## config.mk

```make
export PLATFORM = sky130hd
export DESIGN_NAME = accel_job_requester
export DESIGN_NICKNAME = d
export VERILOG_FILES = /design/src/rtl/accel_wrap_pkg.sv /design/src/rtl/accel_job_requester_timeout_counter.sv /design/src/rtl/accel_job_requester.sv
export SDC_FILE = /design/constraint.sdc
export NUM_CORES = 1
export LEC_CHECK = 0
export CAP_MARGIN = 40
export CORE_AREA = 5 5 79 81
export DETAILED_ROUTE_END_ITERATION = 10
export DIE_AREA = 0 0 84 86
export PLACE_DENSITY = 0.75
export SETUP_SLACK_MARGIN = 0.5
export SYNTH_ARGS = -nofsm -noshare
export SYNTH_HDL_FRONTEND = slang
export SYNTH_SLANG_ARGS = --single-unit
export TNS_END_PERCENT = 10
```

## constraint.sdc

```tcl
create_clock -name clk -period 1.89 [get_ports clk]
set_input_delay 0.2835 -clock clk [delete_from_list [all_inputs] [get_ports clk]]
set_output_delay 0.2835 -clock clk [all_outputs]
set_load 0.02 [all_outputs]
```

## src/rtl/accel_wrap_pkg.sv

```systemverilog
// accel_wrap_pkg: shared state encoding and default widths for the accelerator wrapper
package accel_wrap_pkg;
  typedef enum logic [1:0] {IDLE, ISSUE, WAIT, STORE} req_state_t;
  localparam int DATA_W_DEF = 8;
  localparam int RES_W_DEF = 16;
endpackage

```

## src/rtl/accel_job_requester_timeout_counter.sv

```systemverilog
// timeout_counter: wait timer that flags the last allowed cycle (count == MAX-1)
module timeout_counter #(
  parameter int MAX = 255
) (
  input  logic clk,
  input  logic rst,
  input  logic clr,
  input  logic en,
  output logic expired
);
  localparam int W = $clog2(MAX);
  logic [W-1:0] r_cnt;
  always_ff @(posedge clk) begin
    if (rst || clr) r_cnt <= '0;
    else if (en) r_cnt <= r_cnt + W'(1);
  end
  assign expired = r_cnt == W'(MAX - 1);
endmodule

```

## src/rtl/accel_job_requester.sv

```systemverilog
// accel_job_requester: pops an operand, starts the accelerator, waits for done, pushes the result
module accel_job_requester
  import accel_wrap_pkg::*;
#(
  parameter int DATA_W  = DATA_W_DEF,
  parameter int RES_W   = RES_W_DEF,
  parameter int TIMEOUT = 255
) (
  input  logic              clk,
  input  logic              rst,
  input  logic              en,
  input  logic              in_empty,
  input  logic [DATA_W-1:0] in_data,
  output logic              in_rd,
  output logic [DATA_W-1:0] acc_x,
  output logic              acc_start,
  input  logic              acc_done,
  input  logic [RES_W-1:0]  acc_res,
  input  logic              out_full,
  output logic              out_wr,
  output logic [RES_W-1:0]  out_data,
  output logic              busy,
  output logic              timeout_err,
  output logic [7:0]        job_count
);
  req_state_t        r_state;
  logic [DATA_W-1:0] r_x;
  logic [RES_W-1:0]  r_res;
  logic              r_err;
  logic [7:0]        r_count;
  logic              w_expired;

  assign in_rd       = r_state == IDLE && en && !in_empty;
  assign out_wr      = r_state == STORE && !out_full;
  assign acc_start   = r_state == ISSUE;
  assign busy        = r_state != IDLE;
  assign acc_x       = r_x;
  assign out_data    = r_res;
  assign timeout_err = r_err;
  assign job_count   = r_count;

  // timer freezes on done so a coincident expiry never counts past the window
  timeout_counter #(.MAX(TIMEOUT)) u_timer (
    .clk    (clk),
    .rst    (rst),
    .clr    (r_state == ISSUE),
    .en     (r_state == WAIT && !acc_done && !w_expired),
    .expired(w_expired)
  );

  always_ff @(posedge clk) begin
    if (rst) begin
      r_state <= IDLE;
      r_x     <= '0;
      r_res   <= '0;
      r_err   <= 1'b0;
      r_count <= '0;
    end else begin
      case (r_state)
        IDLE: if (in_rd) begin
          r_x     <= in_data;
          r_state <= ISSUE;
        end
        ISSUE: r_state <= WAIT;
        WAIT: if (acc_done) begin
          r_res   <= acc_res;
          r_state <= STORE;
        end else if (w_expired) begin
          r_err   <= 1'b1;
          r_state <= IDLE;
        end
        STORE: if (out_wr) begin
          r_count <= r_count + 8'd1;
          r_state <= IDLE;
        end
        default: r_state <= IDLE;
      endcase
    end
  end
endmodule

```

# Word-level counts from Yosys, hierarchy flattened
# Cells that the tools add are included.
# word_totals
output_inout_bits,37
reg_bits,43
# classes
addsub,2
n_bitwise,1
n_eq_ne,7
reduce_logical,17
mux,5
# ops
operator,n
8-bit by 1-bit adder with 8-bit output (second input constant),2
8-bit == test (second input constant),1
2-bit 2-to-1 mux,4
2-bit one-hot mux with 4 select lines,1
2-bit AND reduction,3
3-bit AND reduction,2
1-bit logical AND,5
2-bit == test (second input constant),2
1-bit logical NOT,4
2-bit inequality test (second input constant),2
3-bit inequality test (second input constant),1
2-bit by 1-bit == test with 1-bit output (second input constant),1
2-bit logical NOT,1
2-bit nonzero test,1
1-bit logical OR,1
1-bit NOT,1

# Depth between registers and ports, before layout
# Gate-level depths: netlist (run 1).
# logic_depth
word_depth,5
mapped_depth,6
mapped_depth_nobuf,5

# Modules after synthesis
# A second synthesis (run 1) with hierarchy kept.
# hier_totals
hier_cells,211
hier_area_um2,1808.0
# modules_own_cells
mod,cells_each,instances,seq_area_each_um2,area_per_inst_um2
accel_job_requester,169,1,700.7,1438.9
timeout_counter,42,1,160.2,369.1

# Least setup slack after synthesis (run 1)
# No wires, ideal clock.
# synth_path
path_kind,reg2out
start,register r_state[1]
end,output port in_rd
stages_incl_launch_ff,5
arrival_time_ns,1.225
setup_slack_ns,0.381
required_ns,1.607
path_cell_list,dfxtp_1 buf_2 or4b_1 buf_2 clkinv_2
# synth_via
elab_chain_len,3
# synth_lines
item,line_no,text
from (decl),accel_job_requester.sv:26,req_state_t r_state;
from (signal assigned),accel_job_requester.sv:53,r_state <= IDLE;
from (signal assigned),accel_job_requester.sv:62,r_state <= ISSUE;
from (signal assigned),accel_job_requester.sv:64,ISSUE: r_state <= WAIT;
2-bit logical NOT,accel_job_requester.sv:33,assign in_rd = r_state == IDLE && en && !in_empty;
1-bit logical AND (2 in a row),accel_job_requester.sv:33,
to (decl),accel_job_requester.sv:14,"output logic in_rd,"
# No other way between the ends.

# Final worst setup path (run 1)
# layout_path
start,register r_state[0]
end,output port in_rd
# Same word-level chain as after synthesis.

==> results of run 1 <==
==> where the power goes <==
| part | switching [mW] | internal, mW |
|---|---|---|
| registers | 0.00920 | 0.923 |
| logic | 0.117 | 0.131 |
| clock network | 0.292 | 0.287 |
==> tightest hold or removal path: cells and delay by family, from the launching register on <==
kind / cells / cell delay (ns)
flip-flops: 1 / 0.31
AND/OR/NAND/NOR: 1 / 0.05
AO/OA/AOI/OAI: 1 / 0.05
==> through the flow <==
stage | util, % | TNS, ns | cells | cell area, sq um
final | 51.5 | 0 | 368 | 2780
after global placement | 49.3 | -0.431 | 361 | 2670
after global routing | 51.5 | 0 | 368 | 2780
after floorplan | - | 0 | 225 | 1900
after CTS | 51.3 | 0 | 368 | 2770
after detailed placement | 49.3 | -0.418 | 361 | 2670
==> Yosys cell counts, types with 2 or more instances <==
cell / count / area [sq um]
ha_1: 3 / 37.5
nor2b_1: 2 / 12.5
or4_1: 3 / 22.5
clkbuf_1: 11 / 41.3
a31oi_1: 3 / 18.8
nand2_1: 53 / 199
or3_1: 2 / 12.5
dfxtp_1: 43 / 861
a21oi_1: 30 / 150
o31ai_1: 3 / 22.5
nand3_1: 8 / 40.0
nor4_1: 2 / 12.5
inv_1: 8 / 30.0
mux2i_1: 6 / 60.1
and3_1: 3 / 18.8
o21ai_0: 4 / 20.0
nor2_1: 6 / 22.5
buf_2: 3 / 15.0
nand3b_1: 6 / 45.0
nand4_1: 3 / 18.8
a211oi_1: 3 / 22.5
==> area by class of cell <==
cell class,instances,area (sq um)
inverter,9,46.3
clock inverter,1,5.00
timing repair buffer,79,762
multi-input combinational,158,932
clock buffer,6,82.6
sequential,43,865
tap,72,90.1
fill,537,2620
==> per-layer routing <==
| metal | GRT usage [%] | up-vias | routed length (um) |
|---|---|---|---|
| li1 | - | 917 | - |
| met1 | 15.0 | 824 | 2040 |
| met2 | 23.0 | 44 | 2380 |
| met3 | 4.03 | 0 | 278 |
| met4 | 2.19 | 0 | 0 |
| met5 | 0 | - | 0 |
==> timing repair <==
action / in CTS / in global routing
pin swaps: 1 / 1
setup endpoints to repair: 58 / 60
resized for setup: 32 / 4
hold endpoints to repair: 0 / 0
==> cell families after synthesis <==
group,count (synthesis)
and+or+nand+nor,100
buffers and inverters,24
AOI/OAI and AO/OA,46
DFF,43
adders and majority gates,3
xor gates and xnor gates,2
muxes,7
==> state kept, by name, indices dropped and copies added, names as in the netlist <==
name	count
u_timer.r_cnt	8
job_count	8
timeout_err	1
r_state	2
acc_x	8
out_data	16
==> worst paths after layout <==
check | from | to
setup / recovery | r_state[0] | in_rd
hold / removal | acc_x[6] | acc_x[6]
setup reg to reg | r_state[0] | u_timer.r_cnt[6]
hold reg to reg | acc_x[6] | acc_x[6]
==> reports/qor.txt, run 1 <==
Vias in the first global route: 1,653
WP buf/inv: 2
Setup WS post-layout: 0.241 ns
Critical Path AT: 1.37 ns
Top_reg_cell synth: dfxtp_1
Post-CTS Setup Repair Bufs: 0
FF+latch count, synth: 43
Compound-Gate Fraction of Synth Area: 14.0%
Reg2reg setup slack: 0.31 ns
Total wire length: 4.69 mm
Relative slew slack: 73.7%
# IOs: 67
Setup Viol. Count Final: 0
Minimum clock period: 1.65 ns
Status: finished clean
Hold-fix buffers, CTS: 0
Max Freq: 0.606 GHz
CP max stage delay: 0.58 ns
Clk slew on worst S/H paths: 0.08 ns
CP Max Fanout: 2
Layout area overhead: 50.6%
Initial core utilization: 34.2%
Startpoint types: flop
Rows: 27
Final period util: 87.3%
Worst path slowest cell: or4b_4
Worst Hold Slack: 0.456 ns
Core area: 5410 sq um
H-tree levels: 2
Hold Fails Final Rpt: 0
Gr usage total: 12.7%
Clock skew: 0.00663 ns
Setup WS pre-CTS: -0.417 ns
HP Class: reg -> reg
Largest family of logic cells by synthesized area: simple AND/OR/NAND/NOR gates
Post-synthesis cell count: 225
Post-Synth Adder-Cell Area: 2.03%
Post-Synth XOR/XNOR Area: 0.948%
Diodes inserted: 0
Kind of critical path: reg -> out
Sequential-to-total area share from yosys stat: 46.6%
Most common cell after layout, fill and taps aside: clkdlybuf4s50_1
Root Buffer: clkbuf_8
Layout cells sized above 1: 12.5%
Syn Nets: 258
Post-synthesis simple-gate area fraction: 27.4%
Post-synth ARST share: 0%
Top cell family by delay on the critical path: simple AND/OR/NAND/NOR gates
CTS sink cnt: 43
CP Capture Type: output pin
Fin. max-slew vios: 0
Fin nets: 329
Initial antenna violation count: 0
Largest net degree at the start of global routing: 19
Pwr dens: 632 nW/um^2
Initial DRC count: 54
Max_cap viols: 0
DRC: 0
Worst ir drop on vdd: 0.382 mV
Hpwl dp: 3.55 mm
Vias per inst: 4.85
Post-synth cell types: 41
Post-synth EDFFs: 0
Yosys warnings: 0
Die ar.: 7220 sq um
Worst Hold Path Cells: 2
Drt first pass iters: 4
Skew-Pair Late Insertion Delay: 0.29 ns
Total CTS buffers: 5
Most frequent cells in the layout: clkdlybuf4s50_1, nand2_1, dfxtp_1
Crit path cell chain: or4b_4 > clkinv_8 > buf_8
First-pass GRT wire length: 7.69 mm
Post-Syn Area: 1850 sq um
Critical Path RT: 1.61 ns
Worst Reg2Reg Path Length in Cells: 4
Number of routed nets with antenna violations: 0
Vias: 1,785
Grt total ovfl: 0
Critical path depth: 3
Final Power: 1.76 mW
Syn Area/Cell: 8.21 sq um
Die Ht: 86 um
Wire per inst: 12.7 um
GP Congestion: 0.789
RSZ-0062 raised after global routing: true
Mux contribution to synthesized area: 3.86%
Width of the die: 84 um
CTS tree: done
Pleak: 1.08 nW
Worst-Margin Slew: 0.394 ns
Port Buffers: 66
Max clock buf depth: 2
Note: power is estimated with default switching activity, not from simulation.
==> run 2, diff against run 1 <==
PLACE_DENSITY = default   (was 0.75)
==> run 2 against run 1 <==
Utilization increased by 1.2 points. Register-to-register slack improved by 0.02 ns. Combinational power is 2% higher. Clock power increased by 17%. Largest power group unchanged.
==> reports/qor.txt, run 2 (synthesis results as in run 1) <==
Worst path slowest cell: or4b_4
Most common cell after layout, fill and taps aside: clkdlybuf4s50_1
Setup Viol. Count Final: 0 (unchanged)
Worst ir drop on vdd: 0.334 mV (-13%)
Switching part of the total: 22.5% (-1.3 points)
DRC: 0 (unchanged)
Layout area overhead: 54.2%
Worst-Margin Slew: 0.425 ns (+0.0305 ns)
CP Max Fanout: 2 (unchanged)
Grt total ovfl: 0 (unchanged)
Wire per inst: 13.1 um (+2.5%)
Most frequent cells in the layout: clkdlybuf4s50_1, nand2_1, dfxtp_1
Drt first pass iters: 4 (unchanged)
Top cell family by delay on the critical path: simple AND/OR/NAND/NOR gates
Max clock buf depth: 2 (unchanged)
Final period util: 87.4% (+0.12 points)
Kind of critical path: reg -> out
Initial core utilization: 34.2% (unchanged)
Minimum clock period: 1.65 ns (+0.00232 ns)
Die Ht: 86 um (unchanged)
Relative slew slack: 71.6% (-2.1 points)
Hold Fails Final Rpt: 0 (unchanged)
Total CTS buffers: 5 (unchanged)
Die ar.: 7220 sq um (unchanged)
Max_cap viols: 0 (unchanged)
Hpwl dp: 3.41 mm (-4.0%)
Gr usage total: 12.9% (+0.19 points)
GP Congestion: 0.785 (-0.52%)
Power Internal: 1.45 mW (+7.9%)
Pleak: 1.08 nW (+0.20%)
Crit path cell chain: or4b_4 > clkinv_8 > buf_8
Core area: 5410 sq um (unchanged)
WP buf/inv: 2 (unchanged)
Max reg flops: 16 (unchanged)
Layout cells sized above 1: 14.7% (+2.2 points)
Setup WS post-layout: 0.238 ns (-0.00232 ns)
Max Freq: 0.605 GHz (-0.14%)
# IOs: 67 (unchanged)
Diodes inserted: 0 (unchanged)
Vias in the first global route: 1,570 (-5.0%)
Fin. max-slew vios: 0 (unchanged)
Fin nets: 333 (+1.2%)
Clk slew on worst S/H paths: 0.08 ns (about the same)
CP Capture Type: output pin
Width of the die: 84 um (unchanged)
Vias: 1,805 (+1.1%)
CTS tree: done
Setup WS pre-CTS: -0.422 ns (-0.00461 ns)
Sequential power share: 50.0% (-3.0 points)
Skew-Pair Late Insertion Delay: 0.28 ns (about the same)
CTS sink cnt: 43 (unchanged)
First-pass GRT wire length: 7.62 mm (-0.81%)
Clock skew: 0.00291 ns (-0.00372 ns)
Root Buffer: clkbuf_8
Initial DRC count: 46 (-15%)
Largest net degree at the start of global routing: 25 (+6)
Vias per inst: 4.85 (about the same)
Status: finished clean
Combinational share of power: 13.6% (-0.5 points)
Port Buffers: 66 (unchanged)
Critical Path AT: 1.37 ns (about the same)
Pwr dens: 655 nW/um^2 (+3.6%)
Placed Instances: 362 (+0.28%)
RSZ-0062 raised after global routing: true
Critical Path RT: 1.61 ns (about the same)
Final Power: 1.87 mW (+6.1%)
H-tree levels: 2 (unchanged)
Rows: 27 (unchanged)
Clock power share: 36.4% (+3.5 points)
Sw power: 420 uW (+0.29%)
CP max stage delay: 0.58 ns (about the same)
HP Class: reg -> reg
Number of routed nets with antenna violations: 0 (unchanged)
Hold-fix buffers, CTS: 0 (unchanged)
Startpoint types: flop
Total wire length: 4.86 mm (+3.6%)
Non-filler instance count after layout: 372 (+1.1%)
Initial antenna violation count: 0 (unchanged)
## run 2: what timing repair did
action / CTS / global route
hold endpoints to repair: 0 / 0
resized for setup: 28 / 9
setup endpoints to repair: 57 / 60
setup buffers: 0 / 3
pin swaps: 1 / 1
## run 2: power groups by stage
stage / sequential (mW) / clock (mW) / combinational [mW]
after floorplan: 0.969 / 0 / 0.0929
after global placement: 0.952 / 0 / 0.242
after detailed placement: 0.953 / 0 / 0.242
after CTS: 0.932 / 0.712 / 0.250
after global routing: 0.935 / 0.745 / 0.273
final: 0.933 / 0.680 / 0.255
## run 2: worst paths after layout
path	cells past startpoint	slack (ns)	startpoint	to
worst max-delay path	3	0.24	r_state[1]	in_rd
worst min register to register	2	0.45	out_data[5]	out_data[5]
worst max register to register	4	0.33	u_timer.r_cnt[1]	u_timer.r_cnt[1]
worst min-delay path	2	0.45	out_data[5]	out_data[5]
## run 2: stage by stage
stage          cell area (sq um)  TNS (ns)  hold slack [ns]  util [%]
2_1_floorplan               1900         0            0.419         -
3_3_place_gp                2670    -0.454            0.441      49.4
3_5_place_dp                2670    -0.453            0.446      49.4
4_1_cts                     2790         0            0.457      51.6
5_1_grt                     2850         0            0.470      52.7
6_report                    2850         0            0.454      52.7
## run 2: layout make-up
type,instances,area (sq um)
Sequential cell,43,865
Fill cell,539,2560
Tap cell,72,90.1
Multi-Input combinational cell,158,945
Clock buffer,6,72.6
Timing Repair Buffer,83,801
Clock inverter,1,30.0
Inverter,9,46.3
## run 2: per-layer routing
metal,global-route usage [%],vias up,routed length (um)
met5,0,-,0
li1,-,922,-
met1,17.4,824,2220
met3,3.84,4,299
met4,4.39,0,38
met2,19.7,55,2300
## run 2: tightest hold or removal path, delay by kind of cell (launching register included)
kind	cells	cell delay (ns)
and+or+nand+nor	1	0.05
AOI/OAI and AO/OA	1	0.05
DFF	1	0.31
